File: src/rtl/fetch_pc_unit_pkg.sv
// Shared definitions for the instruction-fetch stage.
// Provides the fetch FSM state encoding, reset/step defaults, the canonical
// NOP encoding (addi x0,x0,0) and a word-alignment helper.
package fetch_pc_unit_pkg;

  typedef enum logic [1:0] {
    S_IDLE    = 2'd0,
    S_REQ     = 2'd1,
    S_HOLD    = 2'd2,
    S_DISCARD = 2'd3
  } fetch_state_t;

  localparam logic [31:0] RESET_PC_DEFAULT = 32'h0000_0000;
  localparam logic [31:0] PC_STEP_DEFAULT  = 32'd4;
  localparam logic [31:0] NOP_INSTR        = 32'h0000_0013;

  // Force an address onto a word boundary.
  function automatic logic [31:0] align_word(input logic [31:0] addr);
    return {addr[31:2], 2'b00};
  endfunction

endpackage

File: src/rtl/fetch_skid_buffer.sv
// Two-entry {instr, pc} buffer between instruction memory and decode.
// The slot entry is what decode sees; the skid entry catches a returned
// instruction that arrives while the slot is occupied and stalled.
// Ports:
//   clk, rst_n        clock, synchronous active-low reset
//   flush             drop both entries (redirect)
//   load              write in_instr/in_pc this cycle
//   consume           slot is taken by decode this cycle (valid & ~stall)
//   in_instr, in_pc   incoming instruction and its address
//   valid             slot holds an instruction
//   full              skid entry is occupied
//   instr, pc         slot contents
module fetch_skid_buffer (
  input  logic        clk,
  input  logic        rst_n,
  input  logic        flush,
  input  logic        load,
  input  logic        consume,
  input  logic [31:0] in_instr,
  input  logic [31:0] in_pc,
  output logic        valid,
  output logic        full,
  output logic [31:0] instr,
  output logic [31:0] pc
);

  logic [31:0] skid_instr;
  logic [31:0] skid_pc;

  always_ff @(posedge clk) begin
    if (!rst_n) begin
      valid      <= 1'b0;
      full       <= 1'b0;
      instr      <= '0;
      pc         <= '0;
      skid_instr <= '0;
      skid_pc    <= '0;
    end else if (flush) begin
      valid <= 1'b0;
      full  <= 1'b0;
    end else if (consume) begin
      if (full) begin
        // Skid drains into the slot; a simultaneous load refills the skid.
        instr <= skid_instr;
        pc    <= skid_pc;
        valid <= 1'b1;
        full  <= load;
        if (load) begin
          skid_instr <= in_instr;
          skid_pc    <= in_pc;
        end
      end else if (load) begin
        instr <= in_instr;
        pc    <= in_pc;
        valid <= 1'b1;
      end else begin
        valid <= 1'b0;
      end
    end else if (load) begin
      if (!valid) begin
        instr <= in_instr;
        pc    <= in_pc;
        valid <= 1'b1;
      end else begin
        skid_instr <= in_instr;
        skid_pc    <= in_pc;
        full       <= 1'b1;
      end
    end
  end

endmodule

File: src/rtl/fetch_pc_unit.sv
// Instruction-fetch stage: owns the fetch PC, issues instruction memory
// requests, buffers returned words against decode stalls and handles
// EX-stage redirects (flush of younger stages, discard of in-flight data).
// Ports:
//   i_Clk_1, i_Rst_n_1             clock, synchronous active-low reset
//   i_JumpBranch_1, i_JumpTarget_32 redirect request and target
//   i_Stall_1                      decode cannot accept this cycle
//   o_IMemReq_1, o_IMemAddr_32     memory request (held until ack)
//   i_IMemAck_1, i_IMemData_32     memory accept + returned word
//   o_InstrValid_1, o_Instr_32, o_InstrPC_32  instruction to decode
//   o_Flush_1                      kill IF/ID and ID/EX at next edge
module fetch_pc_unit
  import fetch_pc_unit_pkg::*;
#(
  parameter logic [31:0] RESET_PC = RESET_PC_DEFAULT,
  parameter logic [31:0] PC_STEP  = PC_STEP_DEFAULT
) (
  input  logic        i_Clk_1,
  input  logic        i_Rst_n_1,
  input  logic        i_JumpBranch_1,
  input  logic [31:0] i_JumpTarget_32,
  input  logic        i_Stall_1,
  output logic        o_IMemReq_1,
  output logic [31:0] o_IMemAddr_32,
  input  logic        i_IMemAck_1,
  input  logic [31:0] i_IMemData_32,
  output logic        o_InstrValid_1,
  output logic [31:0] o_Instr_32,
  output logic [31:0] o_InstrPC_32,
  output logic        o_Flush_1
);

  fetch_state_t state;
  logic [31:0]  fetch_pc;
  logic [31:0]  pc_inc;
  logic [31:0]  target;
  logic         ack;
  logic         consume;
  logic         slot_free;
  logic         buf_load;
  logic         skid_full;

  assign ack       = o_IMemReq_1 & i_IMemAck_1;
  assign consume   = o_InstrValid_1 & ~i_Stall_1;
  assign slot_free = ~o_InstrValid_1 | consume;
  assign pc_inc    = fetch_pc + PC_STEP;
  assign target    = align_word(i_JumpTarget_32);
  // Only data for the current path is buffered; S_DISCARD acks are dropped.
  assign buf_load  = (state == S_REQ) & ack & ~i_JumpBranch_1;
  assign o_Flush_1 = i_JumpBranch_1 & i_Rst_n_1;

  fetch_skid_buffer u_buf (
    .clk      (i_Clk_1),
    .rst_n    (i_Rst_n_1),
    .flush    (i_JumpBranch_1),
    .load     (buf_load),
    .consume  (consume),
    .in_instr (i_IMemData_32),
    .in_pc    (o_IMemAddr_32),
    .valid    (o_InstrValid_1),
    .full     (skid_full),
    .instr    (o_Instr_32),
    .pc       (o_InstrPC_32)
  );

  always_ff @(posedge i_Clk_1) begin
    if (!i_Rst_n_1) begin
      state         <= S_IDLE;
      fetch_pc      <= RESET_PC;
      o_IMemReq_1   <= 1'b0;
      o_IMemAddr_32 <= RESET_PC;
    end else if (i_JumpBranch_1) begin
      fetch_pc <= target;
      // An unacked request must stay on the bus, so its return is
      // swallowed in S_DISCARD before the target is requested.
      if ((state == S_REQ || state == S_DISCARD) && !ack) begin
        state       <= S_DISCARD;
        o_IMemReq_1 <= 1'b1;
      end else begin
        state         <= S_REQ;
        o_IMemReq_1   <= 1'b1;
        o_IMemAddr_32 <= target;
      end
    end else begin
      case (state)
        S_IDLE: begin
          state         <= S_REQ;
          o_IMemReq_1   <= 1'b1;
          o_IMemAddr_32 <= fetch_pc;
        end
        S_REQ: begin
          if (ack) begin
            fetch_pc <= pc_inc;
            if (slot_free) begin
              o_IMemAddr_32 <= pc_inc;
            end else begin
              state       <= S_HOLD;
              o_IMemReq_1 <= 1'b0;
            end
          end
        end
        S_HOLD: begin
          // Leave once the skid entry moves into the slot.
          if (consume || !skid_full) begin
            state         <= S_REQ;
            o_IMemReq_1   <= 1'b1;
            o_IMemAddr_32 <= fetch_pc;
          end
        end
        S_DISCARD: begin
          if (ack) begin
            state         <= S_REQ;
            o_IMemAddr_32 <= fetch_pc;
          end
        end
        default: begin
          state       <= S_IDLE;
          o_IMemReq_1 <= 1'b0;
        end
      endcase
    end
  end

endmodule
File: config.mk
export PLATFORM = sky130hd
export DESIGN_NAME = fetch_pc_unit
export DESIGN_NICKNAME = d
export VERILOG_FILES = /design/src/rtl/fetch_pc_unit_pkg.sv /design/src/rtl/fetch_skid_buffer.sv /design/src/rtl/fetch_pc_unit.sv
export SDC_FILE = /design/constraint.sdc
export NUM_CORES = 1
export LEC_CHECK = 0
export CAP_MARGIN = 30
export CORE_MARGIN = 2
export CORE_UTILIZATION = 52
export CTS_CLUSTER_SIZE = 40
export DETAILED_ROUTE_END_ITERATION = 6
export PLACE_DENSITY_LB_ADDON = 0.1
export SYNTH_ARGS = -nofsm -noshare
export SYNTH_HDL_FRONTEND = slang
export SYNTH_SLANG_ARGS = --single-unit
File: constraint.sdc
create_clock -name i_Clk_1 -period 2.32 [get_ports i_Clk_1]
set_clock_uncertainty 0.2 [all_clocks]
set_input_delay 0.232 -clock i_Clk_1 [delete_from_list [all_inputs] [get_ports i_Clk_1]]
set_output_delay 0.232 -clock i_Clk_1 [all_outputs]
set_load 0.05 [all_outputs]
Word-level counts from Yosys, hierarchy flattened
Index checks and enable logic that the tools add are counted.

operators by class
  $lt $le $gt $ge = 0
  add/sub/neg operators = 1
  $mul = 0
  multiplexer cells = 48
  bitwise gates (word level) = 10
  reduce and logical (&&, ||, !) cells = 21
  div/mod/pow operators = 0
  equality and inequality tests = 12
  shift operators = 0

operators with widths
  operator                 number
  $mux W32                 27
  $pmux W32 S4             1
  $add A32 B3 Y32 const B  1
  $ne A3 B3 Y1 const B     5
  $mux W1                  12
  $mux W2                  6
  $reduce_and A4 Y1        3
  $reduce_and A5 Y1        2
  $reduce_bool A2 Y1       5
  $pmux W2 S4              1
  $reduce_and A2 Y1        3
  $and A1 B1 Y1            5
  $eq A2 B2 Y1 const B     2
  $ne A2 B1 Y1 const B     2
  $ne A2 B2 Y1 const B     2
  $not A1 Y1               4
  $reduce_bool A4 Y1       1
  $pmux W1 S3              1
  $eq A2 B1 Y1 const B     1
  $logic_not A1 Y1         2
  $logic_not A2 Y1         1
  $logic_or A1 B1 Y1       2
  $reduce_or A2 Y1         1
  $logic_and A1 B1 Y1      1
  $or A1 B1 Y1             1

word-level totals
  word-level logic and storage cells = 103
  memories kept = 0
  bits in latches = 0
  input bits = 69
  output and inout port bits = 99
  flip-flop bits (word level) = 197
  memory bits (writable) = 0
  memory bits (read-only) = 0

Longest topological paths before layout
Gate-level depths: netlist of run 1.

  word-level depth = 7
  mapped depth = 8
  mapped depth without buffers = 6

Modules after synthesis
A second synthesis of run 1 with hierarchy kept.

unflattened totals
  cell total of the unflattened synthesis = 1165
  area total of the unflattened synthesis = 9912.0 um^2

by module, submodules not included
  module             area an instance (um^2)  cells an instance  instances
  fetch_skid_buffer  6152.2                   684                1
  fetch_pc_unit      3759.9                   481                1

Worst setup path before layout of run 1
OpenSTA, ideal clock, no wires.

  path kind = reg-to-reg
  start point = register o_IMemReq_1
  end point = register u_buf.instr[0]
  setup time = 0.134 ns
  setup slack = 0.123 ns
  period minus slack after synthesis = 2.197 ns
  data required time = 1.986 ns
  stages on the path, launching flop included = 6
  arrival = 1.863 ns
  cell sequence = dfxtp_1 > nand4b_1 > a221oi_2 > clkbuf_1 > buf_2 > a211oi_1

on the way
  cells in the longest elaborated chain, start to end = 5
  elaborated cells between the ends (all ways) = 6
  classes of those cells = bitwise: 3; reduce/logical: 3

ends and longest elaborated chain
  element                          RTL line                 text
  start: declaration               fetch_pc_unit.sv:23      output logic o_IMemReq_1,
  start signal: assignment         fetch_pc_unit.sv:70      o_IMemReq_1 <= 1'b0;
  start signal: assignment         fetch_pc_unit.sv:78      o_IMemReq_1 <= 1'b1;
  start signal: assignment         fetch_pc_unit.sv:81      o_IMemReq_1 <= 1'b1;
  $and A1 B1 Y1 (*)                fetch_pc_unit.sv:43      assign ack = o_IMemReq_1 & i_IMemAck_1;
  $and A1 B1 Y1 (*) (2 in a row)   fetch_pc_unit.sv:49      assign buf_load = (state == S_REQ) & ack & ~i_JumpBranch_1;
  $reduce_bool A2 Y1 (no line)     n/a
  $reduce_and A4 Y1 (no line) (*)  n/a
  end signal: assignment           fetch_skid_buffer.sv:44  instr <= skid_instr;
  end signal: assignment           fetch_skid_buffer.sv:53  instr <= in_instr;
  end signal: assignment           fetch_skid_buffer.sv:61  instr <= in_instr;
  end: declaration                 fetch_skid_buffer.sv:23  output logic [31:0] instr,

Every way passes the cells marked *; elsewhere a longest branch is shown, timed or not.
A chain may end at the register's enable or synchronous reset.

Worst setup path in the final report of run 1
  start point = register fetch_pc[2]
  end point = register o_IMemAddr_32[18]

on the way
  cells in the longest elaborated chain, start to end = 5

ends and longest elaborated chain
  element                   RTL line             text
  start: declaration        fetch_pc_unit.sv:34  logic [31:0] fetch_pc;
  start signal: assignment  fetch_pc_unit.sv:73  fetch_pc <= target;
  start signal: assignment  fetch_pc_unit.sv:93  fetch_pc <= pc_inc;
  $add A32 B3 Y32           fetch_pc_unit.sv:46  assign pc_inc = fetch_pc + PC_STEP;
  $mux W32                  fetch_pc_unit.sv:94  if (slot_free) begin
  $mux W32                  fetch_pc_unit.sv:92  if (ack) begin
  $pmux W32 S4              fetch_pc_unit.sv:85  case (state)
  $mux W32                  fetch_pc_unit.sv:72  end else if (i_JumpBranch_1) begin
  end signal: assignment    fetch_pc_unit.sv:82  o_IMemAddr_32 <= target;
  end signal: assignment    fetch_pc_unit.sv:89  o_IMemAddr_32 <= fetch_pc;
  end signal: assignment    fetch_pc_unit.sv:95  o_IMemAddr_32 <= pc_inc;
  end: declaration          fetch_pc_unit.sv:24  output logic [31:0] o_IMemAddr_32,

Every way passes these cells. The select of a mux whose other input is x is not followed.

==> summary.md, run 1 <==
| Metric | Value |
|---|---|
| Final Hold Vio Count | 0 |
| Bufs and invs on worst path | 3 |
| Crit path time final | 2.26 ns |
| Initial DRC count | 521 |
| Via Count | 8141 |
| Pin count of the biggest net entering global routing | 136 |
| Worst-Margin Slew | 0.621 ns |
| Final std cells w/o fill | 1448 |
| Clk root buf | clkbuf_16 |
| Hold Startpoint | i_Rst_n_1 |
| P_leak | between 0.004 and 0.005 uW |
| WL/cell | 16.2 microns |
| Dpl cells | 1416 |
| Pre-CTS setup slack | -0.0926 ns |
| Total Wirelength | 23500 microns |
| Die Area | 0.0178 sq mm |
| TritonCTS Buffers | 17 |
| Seq/Total Area, Yosys | 0.433 |
| DIE WIDTH | 134 microns |
| Flops & latches, synth | 189 |
| Vias in the first global route | 7493 |
| Fraction of registers with async set/reset | 0 |
| Clock transition at path regs | 0.07 ns |
| Critical path class | reg -> reg |
| Outcome | complete, no violations |
| First-pass GRT wire length | 38100 microns |
| Port Buffer Count | 161 |
| Clock sink count | 189 |
| Routed Antenna Nets | 0 |
| Fmax | between 0.4 and 0.5 GHz |
| Share of cells above drive strength 1 | 0.0969 |
| Startpoint types | flop |
| Cells after Synth | 1060 |
| Post-route setup slack | between 0.06 and 0.07 ns |
| R2r endpoint | o_IMemAddr_32[18] |
| GRT overflow | 0 |
| Core area | 0.0165 sq mm |
| Worst Path Arrival | 2.35 ns |
| Post-synth EDFFs | 0 |
| Antenna Cells | 0 |
| Crit share post-route | 0.974 |
| TritonCTS clock tree | yes |
| Most Frequent Cell on Critical Path | buf_4 |
| Final setup vio count | 0 |
| Worst-skew pair later-pin latency | 0.44 ns |
| Top_reg_cell synth | dfxtp_1 |
| Synth top area cells | dfxtp_1, nand2_1, mux2i_1, a211oi_1, a21oi_1 |
| Largest fanout on the critical path | 7 |
| Hold buffers post-CTS | 0 |
| Worst Hold Depth | 3 |
| Worst r2r src | fetch_pc[2] |
| Post-synth top area cell | dfxtp_1 |
| Relative slew slack | 0.586 |
| Synth warn | 0 |
| Post-synth top area share | 0.433 |
| FP Rows | 47 |
| CP max stage cell | o311ai_1 |
| Worst Hold Class | in -> reg |
| Critical path capture point type | flop |
| Avg Inst Size Synth | 8.24 sq um |
| Required time of the critical path | 2.41 ns |
| R2r setup slk | approximately 0.06 ns |
| Nets | 1285 |
| H-tree Lvls | 4 |
| CTS max path bufs | 2 |
| Reg2Reg Depth | 9 |
| Final Power | 7550 uW |
| Max-cap violations | 0 |
| Routability Congestion | 1.02 |
| Synth unique cells | 59 |
| Mapped cell area | 0.00873 sq mm |
| Area grow syn2layout | 32.1% |
| Worst path max stage delay | 0.45 ns |
| Ports | 168 |
| Half-perimeter wire length after placement | 16600 microns |
| Antenna violations before repair | 0 |
| Delay-heaviest family, CP | buffers and inverters |
| Cell Pwr Density | around 650 mW/mm^2 |
| Via-to-Cell Ratio | 5.62 |
| Chip Height | 134 microns |
| Final max-slew violation count | 0 |
| RSZ-0062 raised after global routing | no |
| Initial Utilization | 0.528 |
| VDD IR max | 0.566 mV |
| Endpoint, Worst Hold | fetch_pc[7] |
| Global Route Usage Sum | 0.265 |
| Critical-path cell list | ha_1 -> and4_1 -> buf_4 -> nand3_1 -> buf_4 -> nor3_1 -> o311ai_1 -> buf_4 -> a21oi_1 |
| Pre-Repair DR Iteration Count | 6 |
| Number of remaining DRC errors | 0 |
## placed cells by master, fill, tap and decap left out, drive strengths merged, types with 3 or more instances in the layout
master,instances
or4,4
nor4,9
nand3,45
nor2b,3
clkinv,4
clkdlybuf4s50,158
o21ai,34
or3,4
mux2i,65
dfxtp,189
a31oi,5
inv,10
nor3,22
and2,4
and4,7
nand4,25
clkinvlp,3
nand2,175
nor2,93
a211oi,68
o311ai,3
xor2,17
nand2b,16
and3,10
conb,4
o31ai,7
buf,72
xnor2,24
a21oi,95
clkbuf,18
a32o,5
o211ai,3
## flip-flops by register name, summed over array words and instances, names as in the netlist
name and count:
u_buf.skid_instr 32, state 2, u_buf.instr 32, o_IMemAddr_32 30, o_IMemReq_1 1, fetch_pc 30, u_buf.full 1, u_buf.pc 30
u_buf.skid_pc 30, u_buf.valid 1
## area by class of cell
type / instances / area [sq um]
clock buffers: 18 / 439
clock inverters: 14 / 159
fillers: 1398 / 4990
inverters: 5 / 21.3
multi-input cells: 772 / 4540
flip-flops and latches: 189 / 3780
well taps: 220 / 275
repair buffers: 230 / 2320
## routing by layer
| layer | part of all wire | global-route usage | wire [microns] |
|---|---|---|---|
| met1 | 0.45 | 0.352 | 10500 |
| met3 | 0.066 | 0.0514 | 1560 |
| met4 | 0.017 | 0.0869 | 392 |
| met5 | 0 | 0 | 0 |
| met2 | 0.47 | 0.434 | 11000 |
## how the worst max path moves through the flow
stage / start / to / slack, ns / cells after the start
final: fetch_pc[2] / o_IMemAddr_32[18] / 0.06 / 9
after CTS: u_buf.valid / o_InstrValid_1 / 0.05 / 1
after global placement: i_Stall_1 / o_IMemAddr_32[18] / -0.11 / 7
after global routing: fetch_pc[2] / o_IMemAddr_32[18] / 0.02 / 9
after detailed placement: i_IMemAck_1 / o_IMemAddr_32[18] / -0.09 / 7
after floorplan: o_IMemReq_1 / u_buf.instr[0] / 0.12 / 5
## tightest hold or removal path, stage by stage
cell and delay [ns]:
buf_2 0.27, nand2_1 0.12, a21oi_1 0.04
## cells in the mapped netlist, types with 2 or more instances
library cell,instances
a32o_1,5
nand2_1,175
nor3_2,2
or3_1,4
a21oi_1,95
o311ai_0,2
buf_1,3
o31ai_1,7
o21ai_1,2
xnor2_1,24
buf_2,37
or2_2,2
o41ai_1,2
o21ai_0,32
and3_1,10
nor2_1,93
nor4_1,9
or4_1,3
a31oi_1,5
mux2i_1,65
inv_1,4
a211oi_1,67
clkbuf_1,53
buf_4,4
nand2b_1,16
nor3_1,20
o2bb2ai_1,2
nor2b_1,3
nand3_1,45
o211ai_1,3
and2_1,4
o21a_1,2
and4_1,6
dfxtp_1,189
mux2_2,2
xor2_1,17
nand4_1,24
## report_power, final
| part | switching (uW) | internal (uW) | leakage, uW | total, uW |
|---|---|---|---|---|
| registers | 137 | 3360 | 0.00154 | 3490 |
| logic | 652 | 442 | 0.00249 | 1090 |
| clock network | 1320 | 1640 | 0.000287 | 2960 |
| total | 2110 | 5440 | 0.00432 | 7550 |
## per-stage QoR
stage	setup TNS, ns	hold slack (ns)	util	cell area [sq um]
2_1_floorplan	0	0.149	-	8740
3_3_place_gp	-0.139	0.241	0.662	10900
3_5_place_dp	-0.147	0.246	0.662	10900
4_1_cts	0	0.0553	0.698	11500
5_1_grt	0	0.0932	0.698	11500
6_report	0	0.0701	0.698	11500
## what timing repair did
item / CTS / global route
hold endpoints to repair: 0 / 0
gates resized for setup: 1 / 0
buffers inserted: 0 / 0
setup endpoints to repair: 1 / 0
## cells by family (layout without fill, tap and decap cells)
logic type,after synthesis,after routing,synth area share
AO/OA/AOI/OAI,235,235,0.171
XOR/XNOR,41,41,0.0411
adder cells (fa/ha/maj),1,1,0.00143
buffers and inverters,102,267,0.0509
flip-flops,189,189,0.433
multiplexers,67,67,0.0771
other,1,4,0.000429
AND/OR/NAND/NOR,424,424,0.225
Power figures use the tool's default switching activity.
==> inputs of run 2 (changes only) <==
--- a/config.mk
+++ b/config.mk
@@ -7,5 +7,5 @@
 export LEC_CHECK = 0
 export CAP_MARGIN = 30
-export CORE_MARGIN = 2
+export CORE_MARGIN = 5
 export CORE_UTILIZATION = 52
 export CTS_CLUSTER_SIZE = 40
==> constraint.sdc (replaced) <==
create_clock -name i_Clk_1 -period 2.32 [get_ports i_Clk_1]
set_clock_uncertainty 0.2 [all_clocks]
set_input_delay 0.464 -clock i_Clk_1 [delete_from_list [all_inputs] [get_ports i_Clk_1]]
set_output_delay 0.464 -clock i_Clk_1 [all_outputs]
set_load 0.05 [all_outputs]
==> run 2 against run 1 <==
  * Sequential share of layout area decreased by 0.30 points
  * Via count increased by 0.31%
  * Power increased by 1.7%
  * Critical path depth decreased by 8
  * Non-clock buffer count increased by 13
  * Critical path type is now reg -> out
  * Utilization increased by 0.65 points
==> summary.md, run 2 (synthesis gave the netlist of run 1 again) <==
| Metric | Value |
|---|---|
| Die Area | 0.0195 sq mm |
| WL/cell | 16.7 microns |
| Fmax | 0.438 GHz |
| Most frequent cells in the layout | dfxtp_1, nand2_1, clkdlybuf4s50_1 |
| Routability Congestion | about 0.95 |
| R2r endpoint | o_IMemAddr_32[18] |
| Clk root buf | clkbuf_16 |
| H-tree Lvls | 4 |
| FP Rows | 47 |
| Vias in the first global route | 7427 |
| Pre-Repair DR Iteration Count | 5 |
| Setup tns final | 0 ns |
| Crit path time final | 2.29 ns |
| R2r setup slk | around 0.17 ns |
| Crit path launch | u_buf.pc[30] |
| Share of cells above drive strength 1 | 0.120 |
| Critical path class | reg -> out |
| Clock sink count | between 150 and 200 |
| Final max-slew violation count | 0 |
| Register area | 0.00378 sq mm |
| Final Hold Vio Count | 0 |
| Hold buffers post-CTS | 0 |
| Final Power | between 7000 and 8000 uW |
| CP max stage cell | clkdlybuf4s50_1 |
| Relative slew slack | 0.571 |
| TritonCTS clock tree | yes |
| Worst path max stage delay | 0.84 ns |
| CTS max path bufs | 2 |
| Via Count | 8166 |
| CP endpoint | o_InstrPC_32[30] |
| Initial DRC count | 513 |
| First-pass GRT wire length | between 30000 and 40000 microns |
| Final setup vio count | 0 |
| Half-perimeter wire length after placement | around 17000 microns |
| RSZ-0062 raised after global routing | no |
| Routed Antenna Nets | 0 |
| Global Route Usage Sum | 0.242 |
| Clock transition at path regs | 0.07 ns |
| VDD IR max | 0.555 mV |
| Antenna Cells | 0 |
| Cell Pwr Density | 659 mW/mm^2 |
| Chip Height | 140 microns |
| Ports | approximately 170 |
| Delay-heaviest family, CP | buffers and inverters |
| Antenna violations before repair | 0 |
| Largest regs | u_buf.instr x32, u_buf.skid_instr x32 |
| Pin count of the biggest net entering global routing | 136 |
| Pre-CTS setup slack | -0.206 ns |
| Total Wirelength | 24300 microns |
| Crit path depth | 1 |
| Port Buffer Count | between 150 and 200 |
| Number of remaining DRC errors | 0 |
| Core area | 0.0165 sq mm |
| Area grow syn2layout | 33.3% |
| Worst-Margin Slew | 0.644 ns |
| P_leak | approximately 0.0045 uW |
| GRT overflow | 0 |
| Post-route setup slack | 0.0349 ns |
| Via-to-Cell Ratio | 5.59 |
| Crit share post-route | 0.985 |
| Critical path capture point type | output pin |
| Worst Hold Class | reg -> reg |
| Reg2Reg Depth | 5 |
| Worst-skew pair later-pin latency | 0.43 ns |
| Max-cap violations | 0 |
| Commonest non-fill, non-tap cell in the layout | dfxtp_1 |
| Largest fanout on the critical path | 2 |
| Multi-input logic area | about 0.0045 sq mm |
| DIE WIDTH | 140 microns |
| Initial Utilization | 0.528 |
| Nets | 1298 |
| TritonCTS Buffers | 17 |
| Worst r2r src | fetch_pc[11] |
| Worst Path Arrival | between 1.5 and 2 ns |
| Outcome | complete, no violations |
| Filler cells | 1368 |
| Critical-path cell list | clkdlybuf4s50_1 |
| Startpoint types | flop |
| Required time of the critical path | 1.66 ns |
| Fin Hold WS | about 0.25 ns |
| Bufs and invs on worst path | 1 |
[run 2: worst min path at each step]
stage	from	end	depth (start not counted)
floorplan	u_buf.skid_instr[0]	u_buf.skid_instr[0]	2
global placement	u_buf.skid_pc[20]	u_buf.skid_pc[20]	2
detailed placement	u_buf.skid_pc[17]	u_buf.skid_pc[17]	2
CTS	u_buf.skid_instr[11]	u_buf.skid_instr[11]	2
global route	u_buf.skid_pc[10]	u_buf.skid_pc[10]	2
finish	u_buf.skid_pc[16]	u_buf.skid_pc[16]	2
[run 2: final cells by class]
cell class,instances,share of cell area
multi-input cells,772,0.391
flip-flops and latches,189,0.325
clock inverters,13,0.0154
inverters,5,0.00183
well taps,220,0.0236
repair buffers,243,0.205
clock buffers,19,0.0381
[run 2: repair_timing]
| item | in CTS | in global routing |
|---|---|---|
| resized for setup | 12 | 8 |
| setup buffers | 0 | 1 |
| pin swaps | 0 | 1 |
| setup endpoints to repair | 12 | 7 |
[run 2: worst reg2reg max path, cell delays in order, from the launching register on]
cell and delay (ns):
dfxtp_1 0.51, and4_2 0.38, nand3_1 0.26, o21a_1 0.25
o311ai_0 0.33, a21oi_1 0.10
[run 2: metrics by stage]
stage                     instances  instance area [sq um]  utilization
after floorplan                1063                   8750            -
after global placement         1428                  11000        0.666
after detailed placement       1428                  11000        0.666
after CTS                      1460                  11600        0.703
after global routing           1461                  11600        0.704
final                          1461                  11600        0.704
[run 2: metal layers]
| metal | part of all wire | vias up | routed length, microns | GRT usage |
|---|---|---|---|---|
| met1 | 0.45 | 3803 | 11100 | 0.333 |
| met5 | 0 | - | 0 | 0 |
| met3 | 0.058 | 35 | 1400 | 0.0425 |
| met4 | 0.019 | 0 | 459 | 0.0780 |
| li1 | - | 4080 | - | - |
| met2 | 0.47 | 248 | 11400 | 0.390 |
[run 2: report_power, final]
part | switching, uW | leakage (uW) | internal (uW)
Combinational | 658 | 0.00270 | 443
Clock | 1320 | 0.000300 | 1760
Sequential | 140 | 0.00154 | 3360
